===== config.mk =====
export PLATFORM = sky130hd
export DESIGN_NAME = multicycle_ctrl
export DESIGN_NICKNAME = d
export VERILOG_FILES = /design/src/rtl/multicycle_ctrl.sv
export SDC_FILE = /design/constraint.sdc
export NUM_CORES = 1
export LEC_CHECK = 0
export ABC_AREA = 1
export CAP_MARGIN = 30
export CORE_MARGIN = 1.5
export CORE_UTILIZATION = 41
export DETAILED_ROUTE_END_ITERATION = 12
export GPL_TIMING_DRIVEN = 0
export PLACE_DENSITY = 0.87
export SLEW_MARGIN = 20
export SYNTH_ARGS = -nofsm -noshare
export SYNTH_HDL_FRONTEND = slang
export SYNTH_SLANG_ARGS = --single-unit

===== constraint.sdc =====
create_clock -name clk -period 3.34 [get_ports clk]
set_input_delay 0.835 -clock clk [delete_from_list [all_inputs] [get_ports clk]]
set_output_delay 0.835 -clock clk [all_outputs]
set_load 0.02 [all_outputs]

===== src/rtl/multicycle_ctrl.sv =====
// Multicycle MIPS control sequencer: drives write enables, memory strobes, mul/div handshake and exceptions.
// Optional macro CTRL_PERF_EN adds the instret/cycles performance counters.
module multicycle_ctrl #(
    parameter int unsigned MEM_WAIT   = 2,
    parameter int unsigned MUL_CYCLES = 4,
    parameter int unsigned DIV_CYCLES = 32
) (
    input  logic        clk,
    input  logic        rst,
    input  logic [31:0] inst,
    input  logic        rs_eq_rt,
    output logic        pc_we,
    output logic        ir_we,
    output logic        rf_we,
    output logic        dmem_re,
    output logic        dmem_we,
    output logic        hilo_we,
    output logic        md_start,
    output logic        exception,
    output logic        eret_out,
    output logic [4:0]  cause,
    output logic [2:0]  state,
    output logic        busy,
    output logic [31:0] instret,
    output logic [31:0] cycles
);
    localparam logic [2:0] S_FETCH  = 3'd0;
    localparam logic [2:0] S_DECODE = 3'd1;
    localparam logic [2:0] S_EXEC   = 3'd2;
    localparam logic [2:0] S_MEM    = 3'd3;
    localparam logic [2:0] S_WB     = 3'd4;
    localparam logic [2:0] S_MDWAIT = 3'd5;
    localparam logic [2:0] S_EXC    = 3'd6;

    localparam logic [3:0] C_ALU = 4'd0,  C_LOAD = 4'd1,  C_STORE = 4'd2,  C_BRANCH = 4'd3;
    localparam logic [3:0] C_LINK = 4'd4, C_MTHILO = 4'd5, C_MTC0 = 4'd6, C_MUL = 4'd7;
    localparam logic [3:0] C_MULTU = 4'd8, C_DIV = 4'd9, C_TEQ = 4'd10, C_SYSCALL = 4'd11;
    localparam logic [3:0] C_BREAK = 4'd12, C_ERET = 4'd13, C_RSVD = 4'd14;

    localparam logic [4:0] CAUSE_SYS  = 5'b01000;
    localparam logic [4:0] CAUSE_BRK  = 5'b01001;
    localparam logic [4:0] CAUSE_RI   = 5'b01010;
    localparam logic [4:0] CAUSE_TRAP = 5'b01101;

    localparam logic [5:0] MEM_LAST = 6'(MEM_WAIT);
    localparam logic [5:0] MUL_LOAD = 6'(MUL_CYCLES - 1);
    localparam logic [5:0] DIV_LOAD = 6'(DIV_CYCLES - 1);

    logic [2:0] state_q, state_d;
    logic [5:0] cnt_q, cnt_d;
    logic [4:0] cause_q, cause_d;
    logic [3:0] cls;
    logic [5:0] opc, fn;
    logic [4:0] rs_f, rt_f;
    logic       retire;
    logic       pc_we_c, ir_we_c, rf_we_c, re_c, we_c, hilo_c, md_c, exc_c, eret_c;
    logic       unused_inst;

    assign opc = inst[31:26];
    assign rs_f = inst[25:21];
    assign rt_f = inst[20:16];
    assign fn  = inst[5:0];
    assign unused_inst = ^inst[15:6];

    always_comb begin
        cls = C_RSVD;
        case (opc)
            6'h00: begin
                case (fn)
                    6'h00, 6'h02, 6'h03, 6'h04, 6'h06, 6'h07,
                    6'h10, 6'h12,
                    6'h20, 6'h21, 6'h22, 6'h23, 6'h24, 6'h25,
                    6'h26, 6'h27, 6'h2A, 6'h2B: cls = C_ALU;
                    6'h08:        cls = C_BRANCH;
                    6'h09:        cls = C_LINK;
                    6'h0C:        cls = C_SYSCALL;
                    6'h0D:        cls = C_BREAK;
                    6'h11, 6'h13: cls = C_MTHILO;
                    6'h19:        cls = C_MULTU;
                    6'h1A, 6'h1B: cls = C_DIV;
                    6'h34:        cls = C_TEQ;
                    default:      cls = C_RSVD;
                endcase
            end
            6'h01: cls = (rt_f == 5'd1) ? C_BRANCH : C_RSVD;
            6'h02, 6'h04, 6'h05: cls = C_BRANCH;
            6'h03: cls = C_LINK;
            6'h08, 6'h09, 6'h0A, 6'h0B, 6'h0C, 6'h0D, 6'h0E, 6'h0F: cls = C_ALU;
            6'h10: begin
                if (rs_f == 5'h00)                     cls = C_ALU;
                else if (rs_f == 5'h04)                cls = C_MTC0;
                else if (rs_f == 5'h10 && fn == 6'h18) cls = C_ERET;
                else                                   cls = C_RSVD;
            end
            6'h1C: cls = (fn == 6'h02) ? C_MUL : C_RSVD;
            6'h20, 6'h21, 6'h23, 6'h24, 6'h25: cls = C_LOAD;
            6'h28, 6'h29, 6'h2B: cls = C_STORE;
            default: cls = C_RSVD;
        endcase
    end

    // FETCH and MEM count up to MEM_LAST so the post-reset counter value (0) starts a full fetch;
    // MDWAIT counts down from the loaded latency.
    always_comb begin
        state_d = state_q;
        cnt_d   = cnt_q;
        cause_d = cause_q;
        retire  = 1'b0;
        pc_we_c = 1'b0; ir_we_c = 1'b0; rf_we_c = 1'b0; re_c = 1'b0; we_c = 1'b0;
        hilo_c  = 1'b0; md_c = 1'b0; exc_c = 1'b0; eret_c = 1'b0;
        case (state_q)
            S_FETCH: begin
                if (cnt_q == MEM_LAST) begin
                    ir_we_c = 1'b1;
                    pc_we_c = 1'b1;
                    state_d = S_DECODE;
                    cnt_d   = '0;
                end else begin
                    cnt_d = cnt_q + 6'd1;
                end
            end
            S_DECODE: begin
                cnt_d   = '0;
                state_d = S_EXEC;
                case (cls)
                    C_SYSCALL: begin state_d = S_EXC; cause_d = CAUSE_SYS; end
                    C_BREAK:   begin state_d = S_EXC; cause_d = CAUSE_BRK; end
                    C_RSVD:    begin state_d = S_EXC; cause_d = CAUSE_RI;  end
                    C_TEQ: if (rs_eq_rt) begin state_d = S_EXC; cause_d = CAUSE_TRAP; end
                    C_ERET: begin
                        eret_c  = 1'b1;
                        pc_we_c = 1'b1;
                        retire  = 1'b1;
                        state_d = S_FETCH;
                    end
                    C_MUL, C_MULTU: begin md_c = 1'b1; state_d = S_MDWAIT; cnt_d = MUL_LOAD; end
                    C_DIV:          begin md_c = 1'b1; state_d = S_MDWAIT; cnt_d = DIV_LOAD; end
                    default: state_d = S_EXEC;
                endcase
            end
            S_EXEC: begin
                cnt_d   = '0;
                state_d = S_WB;
                case (cls)
                    C_LOAD, C_STORE: state_d = S_MEM;
                    C_BRANCH: begin pc_we_c = 1'b1; retire = 1'b1; state_d = S_FETCH; end
                    C_LINK:   pc_we_c = 1'b1;
                    default:  state_d = S_WB;
                endcase
            end
            S_MEM: begin
                re_c = (cls == C_LOAD);
                if (cnt_q == MEM_LAST) begin
                    cnt_d = '0;
                    if (cls == C_STORE) begin
                        we_c    = 1'b1;
                        retire  = 1'b1;
                        state_d = S_FETCH;
                    end else begin
                        state_d = S_WB;
                    end
                end else begin
                    cnt_d = cnt_q + 6'd1;
                end
            end
            S_WB: begin
                case (cls)
                    C_MTHILO:     hilo_c  = 1'b1;
                    C_MTC0, C_TEQ: rf_we_c = 1'b0;
                    default:      rf_we_c = 1'b1;
                endcase
                retire  = 1'b1;
                cnt_d   = '0;
                state_d = S_FETCH;
            end
            S_MDWAIT: begin
                if (cnt_q == '0) begin
                    rf_we_c = (cls == C_MUL);
                    hilo_c  = (cls != C_MUL);
                    retire  = 1'b1;
                    state_d = S_FETCH;
                end else begin
                    cnt_d = cnt_q - 6'd1;
                end
            end
            S_EXC: begin
                exc_c   = 1'b1;
                pc_we_c = 1'b1;
                cnt_d   = '0;
                state_d = S_FETCH;
            end
            default: begin
                cnt_d   = '0;
                state_d = S_FETCH;
            end
        endcase
    end

    always_ff @(posedge clk or posedge rst) begin
        if (rst) begin
            state_q <= S_FETCH;
            cnt_q   <= '0;
            cause_q <= '0;
        end else begin
            state_q <= state_d;
            cnt_q   <= cnt_d;
            cause_q <= cause_d;
        end
    end

    // Gating with rst keeps every strobe low while reset is held, whatever MEM_WAIT is.
    assign pc_we     = pc_we_c & ~rst;
    assign ir_we     = ir_we_c & ~rst;
    assign rf_we     = rf_we_c & ~rst;
    assign dmem_re   = re_c    & ~rst;
    assign dmem_we   = we_c    & ~rst;
    assign hilo_we   = hilo_c  & ~rst;
    assign md_start  = md_c    & ~rst;
    assign exception = exc_c   & ~rst;
    assign eret_out  = eret_c  & ~rst;
    assign cause     = cause_q;
    assign state     = state_q;
    assign busy      = (state_q != S_FETCH);

`ifdef CTRL_PERF_EN
    logic [31:0] instret_q, cycles_q;

    always_ff @(posedge clk or posedge rst) begin
        if (rst) begin
            instret_q <= '0;
            cycles_q  <= '0;
        end else begin
            cycles_q <= cycles_q + 32'd1;
            if (retire) instret_q <= instret_q + 32'd1;
        end
    end

    assign instret = instret_q;
    assign cycles  = cycles_q;
`else
    logic unused_retire;
    assign unused_retire = retire;
    assign instret = '0;
    assign cycles  = '0;
`endif

endmodule

# Word level (Yosys, flattened, before mapping)
# Memories as Yosys holds them, arrays and structs flattened.
# Index checks and enable logic that the tools add are counted.
# totals
memories	1
rom_bits	256
elab_cells	130
register_bits	14
# classes
eq_ne	55
muxes	39
n_reduce_logical	20
add_sub_neg	2
bitwise_logic	10
# mem_list
name	depth	word_bits	rd	rd_ports_with_merged_regs	wr	line_no	source
(no name shown)	64	4	1	0	0	69	case (fn)
# ops
cell	n
6-bit by 4-bit == test with 1-bit output, second input constant	8
6-bit == test, second input constant	8
4-bit case mux with 9 select lines	1
4-bit == test, second input constant	7
6-bit by 2-bit == test with 1-bit output, second input constant	4
5-bit case mux with 4 select lines	1
6-bit by 5-bit == test with 1-bit output, second input constant	3
6-bit case mux with 3 select lines	1
4-bit by 3-bit == test with 1-bit output, second input constant	4
1-bit two-way mux	16
4-bit two-way mux	4
3-bit two-way mux	5
3-bit case mux with 5 select lines	1
3-bit OR reduction	5
6-bit by 3-bit == test with 1-bit output, second input constant	2
6-bit zero test	2
6-bit two-way mux	2
3-bit case mux with 4 select lines	1
2-bit inequality test, second input constant	5
5-bit case mux with 2 select lines	1
1-bit bitwise AND	9
3-bit == test, second input constant	3
4-bit by 2-bit == test with 1-bit output, second input constant	2
2-bit OR reduction	4
24 further kinds	27

# Depth between registers and ports, before layout
# Gate-level depths: netlist of the first run.
# logic_depth
depth_word	11
mapped_depth	17
depth_no_buf	17

# Worst setup path before layout of the first run
# OpenSTA, ideal clock, no wires.
# synth_timing
kind	input to output
startpoint	input port inst[22]
endpoint	output port dmem_we
t_arrival_ns	2.504
stages	9
required_time_ns	2.505
path_buffers	0
path_slack_ns	0.001
cell_sequence	nor2_1 -> nand4_1 -> nand2_1 -> nand3_1 -> nor2_2 -> nand2_4 -> nor2_1 -> nand3_1 -> nor4_1
# synth_between
elab_chain_len	11
# synth_rtl
element	line_no	source
start, declared	10	input logic [31:0] inst,
5-bit == test	92	else if (rs_f == 5'h10 && fn == 6'h18) cls = C_ERET;
1-bit logical AND	92	
2-bit two-way mux	92	
4-bit two-way mux	91	else if (rs_f == 5'h04) cls = C_MTC0;
4-bit two-way mux (*)	90	if (rs_f == 5'h00) cls = C_ALU;
4-bit case mux with 9 select lines (*)	67	case (opc)
4-bit by 2-bit == test with 1-bit output (*)	155	if (cls == C_STORE) begin
1-bit two-way mux (*)	155	
1-bit two-way mux (*)	153	if (cnt_q == MEM_LAST) begin
1-bit two-way mux (*)	111	case (state_q)
1-bit bitwise AND (*)	216	assign dmem_we = we_c & ~rst;
end, declared	16	output logic dmem_we,
# Every way passes the cells marked *; elsewhere a longest branch is shown, timed or not.

# Worst setup path after layout of the first run
# layout_timing
startpoint	input port inst[23]
endpoint	register state_q[1], in the netlist state[1]
# layout_between
elab_chain_len	10
# layout_rtl
element	line_no	source
5-bit == test	92	
1-bit logical AND	92	
2-bit two-way mux	92	
4-bit two-way mux	91	
4-bit two-way mux (*)	90	
4-bit case mux with 9 select lines (*)	67	
4-bit by 3-bit == test with 1-bit output, or another cell as far along	125	case (cls)
3-bit OR reduction (no source line) / 2-bit OR reduction (equally long branches)	-	
3-bit case mux with 4 select lines / 3-bit case mux with 2 select lines (equally long branches)	125, 144	
3-bit case mux with 5 select lines (*)	111	
end signal, assigned	205	state_q <= state_d;
end, declared	49	logic [2:0] state_q, state_d;
# Marks and branches as above.
# A chain may end at the register's enable or synchronous reset.

==> summary.md, run 1 <==
| Metric | Value |
|---|---|
| Run status | `finished with violations` |
| Violated checks | `negative setup slack` |
| Unrepaired setup endpoints after global routing | `yes` |
| Worst Hold Path EP | `cause[3]` |
| Worst path most repeated cell | `buf_4` |
| Period Utilization, post-route | `103%` |
| Type of destination of the critical path | `flop` |
| CTS Hold Buffers Added | `0` |
| Core region area | `between 5000 and 6000 µm²` |
| Detailed-route wire length | `just over 8000 µm` |
| Path type of the worst setup path | `primary input to flop` |
| Register-to-register setup slack | `around 1000 ps` |
| Worst EP arrival | `approximately 3600 ps` |
| DRC Markers | `0` |
| RePlAce Congestion | `slightly above 0.9` |
| Number of flops mapped to enable cells by yosys | `0` |
| Die Y-Extent | `between 70 and 80 µm` |
| Top_reg_cell synth | `dfrtp_1` |
| Top Family by Delay on Critical Path | `buffers and inverters` |
| Via density per instance | `between 5 and 6` |
| Origin of the critical flop-to-flop path | `state[1]` |
| Overall via count from detail_route | `2965` |
| Final-stage net count | `562` |
| Synth warnings | `0` |
| Die Width | `77.0 µm` |
| Most used routing layer | `met2` |
| Boundary pin count | `between 100 and 150` |
| CTS root buf | `clkbuf_8` |
| Design Area, Final | `~3700 µm²` |
| Leakage | `about 2.0 nW` |
| Synth async-reset ratio | `between 90% and 100%` |
| Number of synthesized register bits | `13` |
| Final hold slack | `~470 ps` |
| Hold path startpoint | `cause[3]` |
| Clk_skew | `8.07 ps` |
| Area of the mapped netlist | `around 2200 µm²` |
| Area used by sequential logic in the layout | `around 330 µm²` |
| Pre-CTS WS | `-855 ps` |
| Clock sink total | `13` |
| Time the final worst path needs with I/O delays and setup | `~3400 ps` |
| DRC marker count from the first detailed-route iteration | `233` |
| Via count of the first global-routing pass | `~2400` |
| Highest ir drop seen on vdd | `261 µV` |
| Count of final setup violators | `6` |
| First-pass GRT wire length | `10700 µm` |
| Startpoint type of the worst setup path | `primary input` |
| CTS tree | `yes` |
| Overflow after GRT | `0` |
| Final antenna-violating net count | `0` |
| Depth of the CTS H-tree | `1` |
| Avg Cell Area, Syn | `about 6.2 µm²` |
| GR Layer Usage met2 | `roughly 37%` |
| Count of TritonRoute iterations in the first routing pass | `5` |
| Timing-limited maximum frequency | `between 200 and 300 MHz` |
| Sequence of cells on the critical path | `dlygate4sd2_1 > inv_2 > nand4_1 > nor2_4 > nand2_2 > buf_4 > buf_4 > buf_4 > buf_4 > buf_4 > buf_4 > buf_4 > buf_4 > buf_4 > buf_4 > buf_4 > buf_4 > buf_4 > buf_4 > nand3_1 > nand3_1` |
| Area of placed instances | `2980 µm²` |
| Overall global routing resource usage | `22.0%` |
| DP Wirelength | `between 4000 and 5000 µm` |
| Critical Path Max Stage Delay | `~250 ps` |
| Global Route met1 Usage | `24.9%` |
| # fillers | `between 300 and 400` |
| Fraction of the yosys area taken by sequential cells | `between 10 and 15%` |
| Slowest cell on the critical path | `dlygate4sd2_1` |
| R2R depth | `8` |
| Worst hold path type | `flop to flop` |
| Buf+Inv Stages, Crit Path | `16` |
| Met3 usage in global routing | `around 3.5%` |
| Power per standard cell area | `approximately 370 nW/µm²` |
| Clock-pin slew of the registers on the worst-case setup and hold paths | `~60 ps` |
| Total Power Consumption | `1.38 mW` |
| TritonCTS Buffers | `3` |
| Initial antenna violation count | `0` |
| Site row count | `26` |
| Final worst setup slack | `-96.3 ps` |
| Footprint of the multi-input gates | `approximately 1800 µm²` |
| Number of cells traversed by the worst hold path | `2` |
| Initial standard-cell utilization of the core | `a little over two fifths` |
| Final hold violation count | `0` |
| Reg2reg end | `cnt_q[0]` |
| Antenna cell count | `0` |
| Routed wirelength normalized by instance count | `~14 µm` |
| Required time of the worst setup path | `~3500 ps` |
| Maximum number of pins on one net before global-route repair | `16` |
| Post-synthesis cell count | `363` |
| Layout cells sized above 1 | `a little under half` |
| IO buf count | `41` |
| Number of slew-limit violations in the final report | `0` |
| Layout Area Growth over Synthesis | `65.0%` |
| Slew at the pin closest to its max-slew limit | `a little over 600 ps` |
| Clock tree buffer depth | `2` |
| Number of violations of the max-capacitance limit | `0` |
| Source-to-sink clock delay at the later pin of the worst-skew pair | `approximately 250 ps` |
| Largest driver fanout on the critical path | `3` |
| Synth unique cells | `37` |
| Die Footprint | `around 5900 µm²` |
| Worst slew margin relative to its limit | `between 50% and 60%` |
## power by group
part | switching, mW | total [mW] | internal (mW)
logic | 0.622 | 0.985 | 0.363
clock network | 0.0621 | 0.147 | 0.0845
registers | 0.0412 | 0.250 | 0.208
## registers in the layout, indices dropped and copies added (netlist names)
name	cells
state	3
cause	4
cnt_q	6
## cells in the mapped netlist (all sizes together) (2+ instances only)
library cell	n	share of area [%]
a21oi	9	2.2
buf	66	22
clkbuf	3	0.50
dfrtp	13	14
ha	4	2.2
inv	44	7.4
nand2	77	14
nand3	42	12
nand4	7	1.9
nor2	60	12
nor3	6	1.6
nor4	2	1.2
o21ai	13	3.1
o22ai	3	0.84
or2	2	0.56
xnor2	2	0.78
xor2	4	1.6
## routing by layer
layer,part of all wire (%),vias up
met5,0,-
met4,8.6,0
met3,10,67
met2,47,250
met1,34,1302
li1,-,1346
## cell type report
cell class	count	share of cell area, %
Multi-Input combinational cell	301	49.0
Clock buffer	4	1.22
Buffer	69	13.6
Tap cell	70	2.36
Inverter	44	4.76
Sequential cell	13	8.78
Timing Repair Buffer	91	20.3
## tightest hold or removal path, cell delays in order (launching register included)
cell     delay, ps
dfrtp_1        340
inv_1           40
nand2_1         50
## logic make-up (layout without fill, tap and decap cells)
| group | after synthesis | in the layout | share of synthesized area (%) |
|---|---|---|---|
| and+or+nand+nor | 196 | 196 | 43.2 |
| buffers and inverters | 113 | 208 | 29.8 |
| AOI/OAI and AO/OA | 30 | 30 | 7.74 |
| DFF | 13 | 13 | 14.5 |
| xor gates and xnor gates | 6 | 6 | 2.34 |
| adders and majority gates | 4 | 4 | 2.23 |
| other | 1 | 65 | 0.167 |
## metrics by stage
step / utilization, % / setup TNS [ps] / cells
floorplan: - / 0 / 427
detailed placement: 57.3 / -5490 / 538
CTS: 64.8 / 0 / 572
global placement: 57.3 / -5290 / 538
global route: 71.2 / -852 / 592
finish: 71.2 / -389 / 592
## what timing repair did
action                     in CTS  in global routing
gates resized for setup       137                 80
buffers inserted               30                 20
pin swaps                      39                 49
cloned                          0                  0
setup endpoints to repair       7                  8
## worst max-delay path by stage
stage	start	end	slack [ps]	depth (start not counted)
2_1_floorplan	inst[22]	dmem_we	1	9
3_3_place_gp	inst[5]	pc_we	-830	14
3_5_place_dp	inst[31]	dmem_we	-860	11
4_1_cts	inst[21]	pc_we	2	15
5_1_grt	state[1]	rf_we	-210	8
6_report	inst[23]	state[1]	-100	21
## layout by cell type, fill, tap and decap left out, types with 3 or more instances in the layout
cell type / n
o22ai_1: 3
a21oi_1: 3
o21ai_2: 3
nand3_1: 25
clkbuf_8: 3
nand2_2: 18
nand2_4: 6
clkbuf_1: 4
inv_2: 14
dfrtp_1: 13
clkdlybuf4s50_1: 12
a21oi_2: 5
conb_1: 65
clkbuf_2: 3
buf_6: 9
dlygate4sd2_1: 3
o21ai_0: 5
nand3_2: 10
nand2_1: 53
inv_1: 26
nor3_1: 5
dlymetal6s2s_1: 3
o21ai_1: 5
nand3_4: 7
nand4_1: 7
buf_2: 8
buf_4: 117
nor2_2: 11
nor2_4: 19
ha_1: 4
xor2_1: 4
inv_4: 3
nor2_1: 30
Note: power is estimated with default switching activity, not from simulation.
==> run 2: changes to the inputs <==
--- a/config.mk
+++ b/config.mk
@@ -12,6 +12,7 @@
 export DETAILED_ROUTE_END_ITERATION = 12
 export GPL_TIMING_DRIVEN = 0
 export PLACE_DENSITY = 0.87
+export SETUP_SLACK_MARGIN = 0.2
 export SLEW_MARGIN = 20
 export SYNTH_ARGS = -nofsm -noshare
 export SYNTH_HDL_FRONTEND = slang
==> run 2 against run 1 <==
Against the previous run:
- the flow still finishes with violations (negative setup slack)
- fmax is 0.18% lower
- combinational power is 7% higher
- non-clock buffer count increased by 6
- die area unchanged
- final cell count grew 1.0%
- first-iteration DRC count grew 45%
- final area increased by 3.6%
- clock-buffer cell count stayed put
- sequential cell count did not move
- critical path depth fell by 6
- sequential power about the same
- critical path type is now primary input to output pin
==> summary.md, run 2 (same netlist as run 1, synthesis figures left out) <==
| Metric | Value |
|---|---|
| Run status | `finished with violations` |
| Violated checks | `negative setup slack` |
| Pre-CTS WS | `-862 ps (-6.74 ps)` |
| CTS Hold Buffers Added | `0 (unchanged)` |
| Detailed-route wire length | `9090 µm (+10%)` |
| Antenna cell count | `0 (unchanged)` |
| Top library cells by usage in the layout, fill and taps aside | `buf_4 (114), conb_1 (65), nand2_1 (50), nor2_1 (28), inv_1 (27)` |
| Origin of the critical flop-to-flop path | `state[1]` |
| DRC Markers | `0 (unchanged)` |
| Depth of the CTS H-tree | `1 (unchanged)` |
| Overflow after GRT | `0 (unchanged)` |
| Leakage | `2.02 nW (+2.0%)` |
| Slowest cell on the critical path | `nand4_1` |
| First-pass GRT wire length | `11700 µm (+9.3%)` |
| Die Y-Extent | `77.0 µm (unchanged)` |
| TritonCTS Buffers | `3 (unchanged)` |
| Critical Path Max Stage Delay | `240 ps (about the same)` |
| Sum of negative setup slack | `-465 ps (-75.4 ps)` |
| DP Wirelength | `4250 µm (+0.52%)` |
| Period Utilization, post-route | `103% (+0.19 points)` |
| Placed cell count | `538 (unchanged)` |
| CTS tree | `yes` |
| Boundary pin count | `117 (unchanged)` |
| Number of flip-flops in the largest register | `6 (unchanged)` |
| Final-stage net count | `568 (+1.1%)` |
| Core utilization of the finished layout | `73.8% (+2.6 points)` |
| Maximum number of pins on one net before global-route repair | `16 (unchanged)` |
| CTS root buf | `clkbuf_8` |
| Clk_skew | `11.7 ps (+3.60 ps)` |
| Unrepaired setup endpoints after global routing | `yes` |
| Sequence of cells on the critical path | `clkbuf_2 > nor2_4 > nand4_1 > nor2_4 > nand2_2 > nand2_2 > nor2_2 > nand2_4 > inv_4 > nor2_4 > nand3_4 > nand3_2 > a21oi_2 > nor2_1 > buf_4` |
| Layout Area Growth over Synthesis | `71.0%` |
| Worst EP arrival | `2610 ps (-950 ps)` |
| Power per standard cell area | `376 nW/µm² (+0.83%)` |
| Final non-filler cell total | `598 (+1.0%)` |
| Launch point of the worst path | `inst[22]` |
| Worst slew margin relative to its limit | `60.2% (+0.80 points)` |
| Initial standard-cell utilization of the core | `43.1% (unchanged)` |
| Type of destination of the critical path | `output pin` |
| Time the final worst path needs with I/O delays and setup | `3440 ps (+6.36 ps)` |
| Clock-pin slew of the registers on the worst-case setup and hold paths | `50 ps (about the same)` |
| Worst path most repeated cell | `nor2_4` |
| Via density per instance | `5.13 (+2.5%)` |
| Required time of the worst setup path | `2500 ps (-970 ps)` |
| DRC marker count from the first detailed-route iteration | `339 (+45%)` |
| Number of violations of the max-capacitance limit | `0 (unchanged)` |
| Die Width | `77.0 µm (unchanged)` |
| Clock sink total | `13 (unchanged)` |
| Count of final setup violators | `8 (+2)` |
| RePlAce Congestion | `0.926 (+0.26%)` |
| Core region area | `5200 µm² (unchanged)` |
| Die Footprint | `5930 µm² (unchanged)` |
| Total Power Consumption | `1.44 mW (+4.5%)` |
| Final worst setup slack | `-103 ps (-6.36 ps)` |
| Leading cell type in the layout, fill and taps excluded | `buf_4` |
| Site row count | `26 (unchanged)` |
| Largest driver fanout on the critical path | `5 (+2)` |
| Routed wirelength normalized by instance count | `15.2 µm (+8.9%)` |
| IO buf count | `41 (unchanged)` |
| Final antenna-violating net count | `0 (unchanged)` |
| Final hold violation count | `0 (unchanged)` |
| Buf+Inv Stages, Crit Path | `3 (-13)` |
| Via count of the first global-routing pass | `2645 (+8.4%)` |
| Source-to-sink clock delay at the later pin of the worst-skew pair | `250 ps (about the same)` |
| Hold path startpoint | `cause[3]` |
| Initial antenna violation count | `0 (unchanged)` |
| Top Family by Delay on Critical Path | `simple AND/OR/NAND/NOR gates` |
| Number of slew-limit violations in the final report | `0 (unchanged)` |
| Overall global routing resource usage | `24.1% (+2.1 points)` |
| Startpoint type of the worst setup path | `primary input` |
| Overall via count from detail_route | `3070 (+3.5%)` |
| Path type of the worst setup path | `primary input to output pin` |
| Clock tree buffer depth | `2 (unchanged)` |
| Count of TritonRoute iterations in the first routing pass | `5 (unchanged)` |
| Worst hold path type | `flop to flop` |
| Timing-limited maximum frequency | `290 MHz (-0.18%)` |
| Highest ir drop seen on vdd | `243 µV (-7.1%)` |
| Top reg by flops | `cnt_q` |
| Layout cells sized above 1 | `48.5% (+1.9 points)` |
| Slew at the pin closest to its max-slew limit | `592 ps (-14.4 ps)` |
run 2: final timing paths:
check / end / cells past startpoint / slack, ps
setup / recovery: pc_we / 15 / -100
min in group asynchronous: state[0] / 3 / 1250
max in group asynchronous: cnt_q[4] / 3 / 1870
hold / removal: cause[3] / 2 / 460
setup reg to reg: cnt_q[0] / 8 / 1060
hold reg to reg: cause[3] / 2 / 460
run 2: what timing repair did:
action,4_1_cts,5_1_grt
gates resized for setup,187,56
endpoints found under the setup margin,7,11
buffers inserted,38,18
pin swaps,53,42
run 2: area by class of cell:
type                    count  area (µm²)
fillers                   366        1360
clock buffers               4        45.0
plain buffers              69         504
multi-input cells         301        1850
well taps                  70        87.6
repair buffers             97         855
inverters                  44         176
flip-flops and latches     13         325
run 2: metrics by stage:
step / area, µm² / hold slack [ps]
floorplan: 2490 / 575
global placement: 2990 / 454
detailed placement: 2990 / 455
CTS: 3560 / 469
global route: 3840 / 498
finish: 3840 / 462
run 2: worst reg2reg max path: cells and delay by family (launching register included):
family                 cells  cell delay, ps
AO/OA/AOI/OAI              1              70
buffers and inverters      3             600
AND/OR/NAND/NOR            4            1070
flip-flops                 1             430
run 2: report_power, final:
group          total (mW)  leakage (nW)  internal (mW)  switching (mW)
logic                1.05          1.83          0.373           0.672
registers           0.249         0.169          0.208          0.0411
clock network       0.148        0.0228         0.0845          0.0638
run 2: metal layers:
metal,part of all wire (%),vias to the layer above,GRT usage (%)
met2,46,299,41.9
met1,33,1324,26.1
met3,11,94,4.29
met5,0,-,0
li1,-,1353,-
met4,9.2,0,17.5
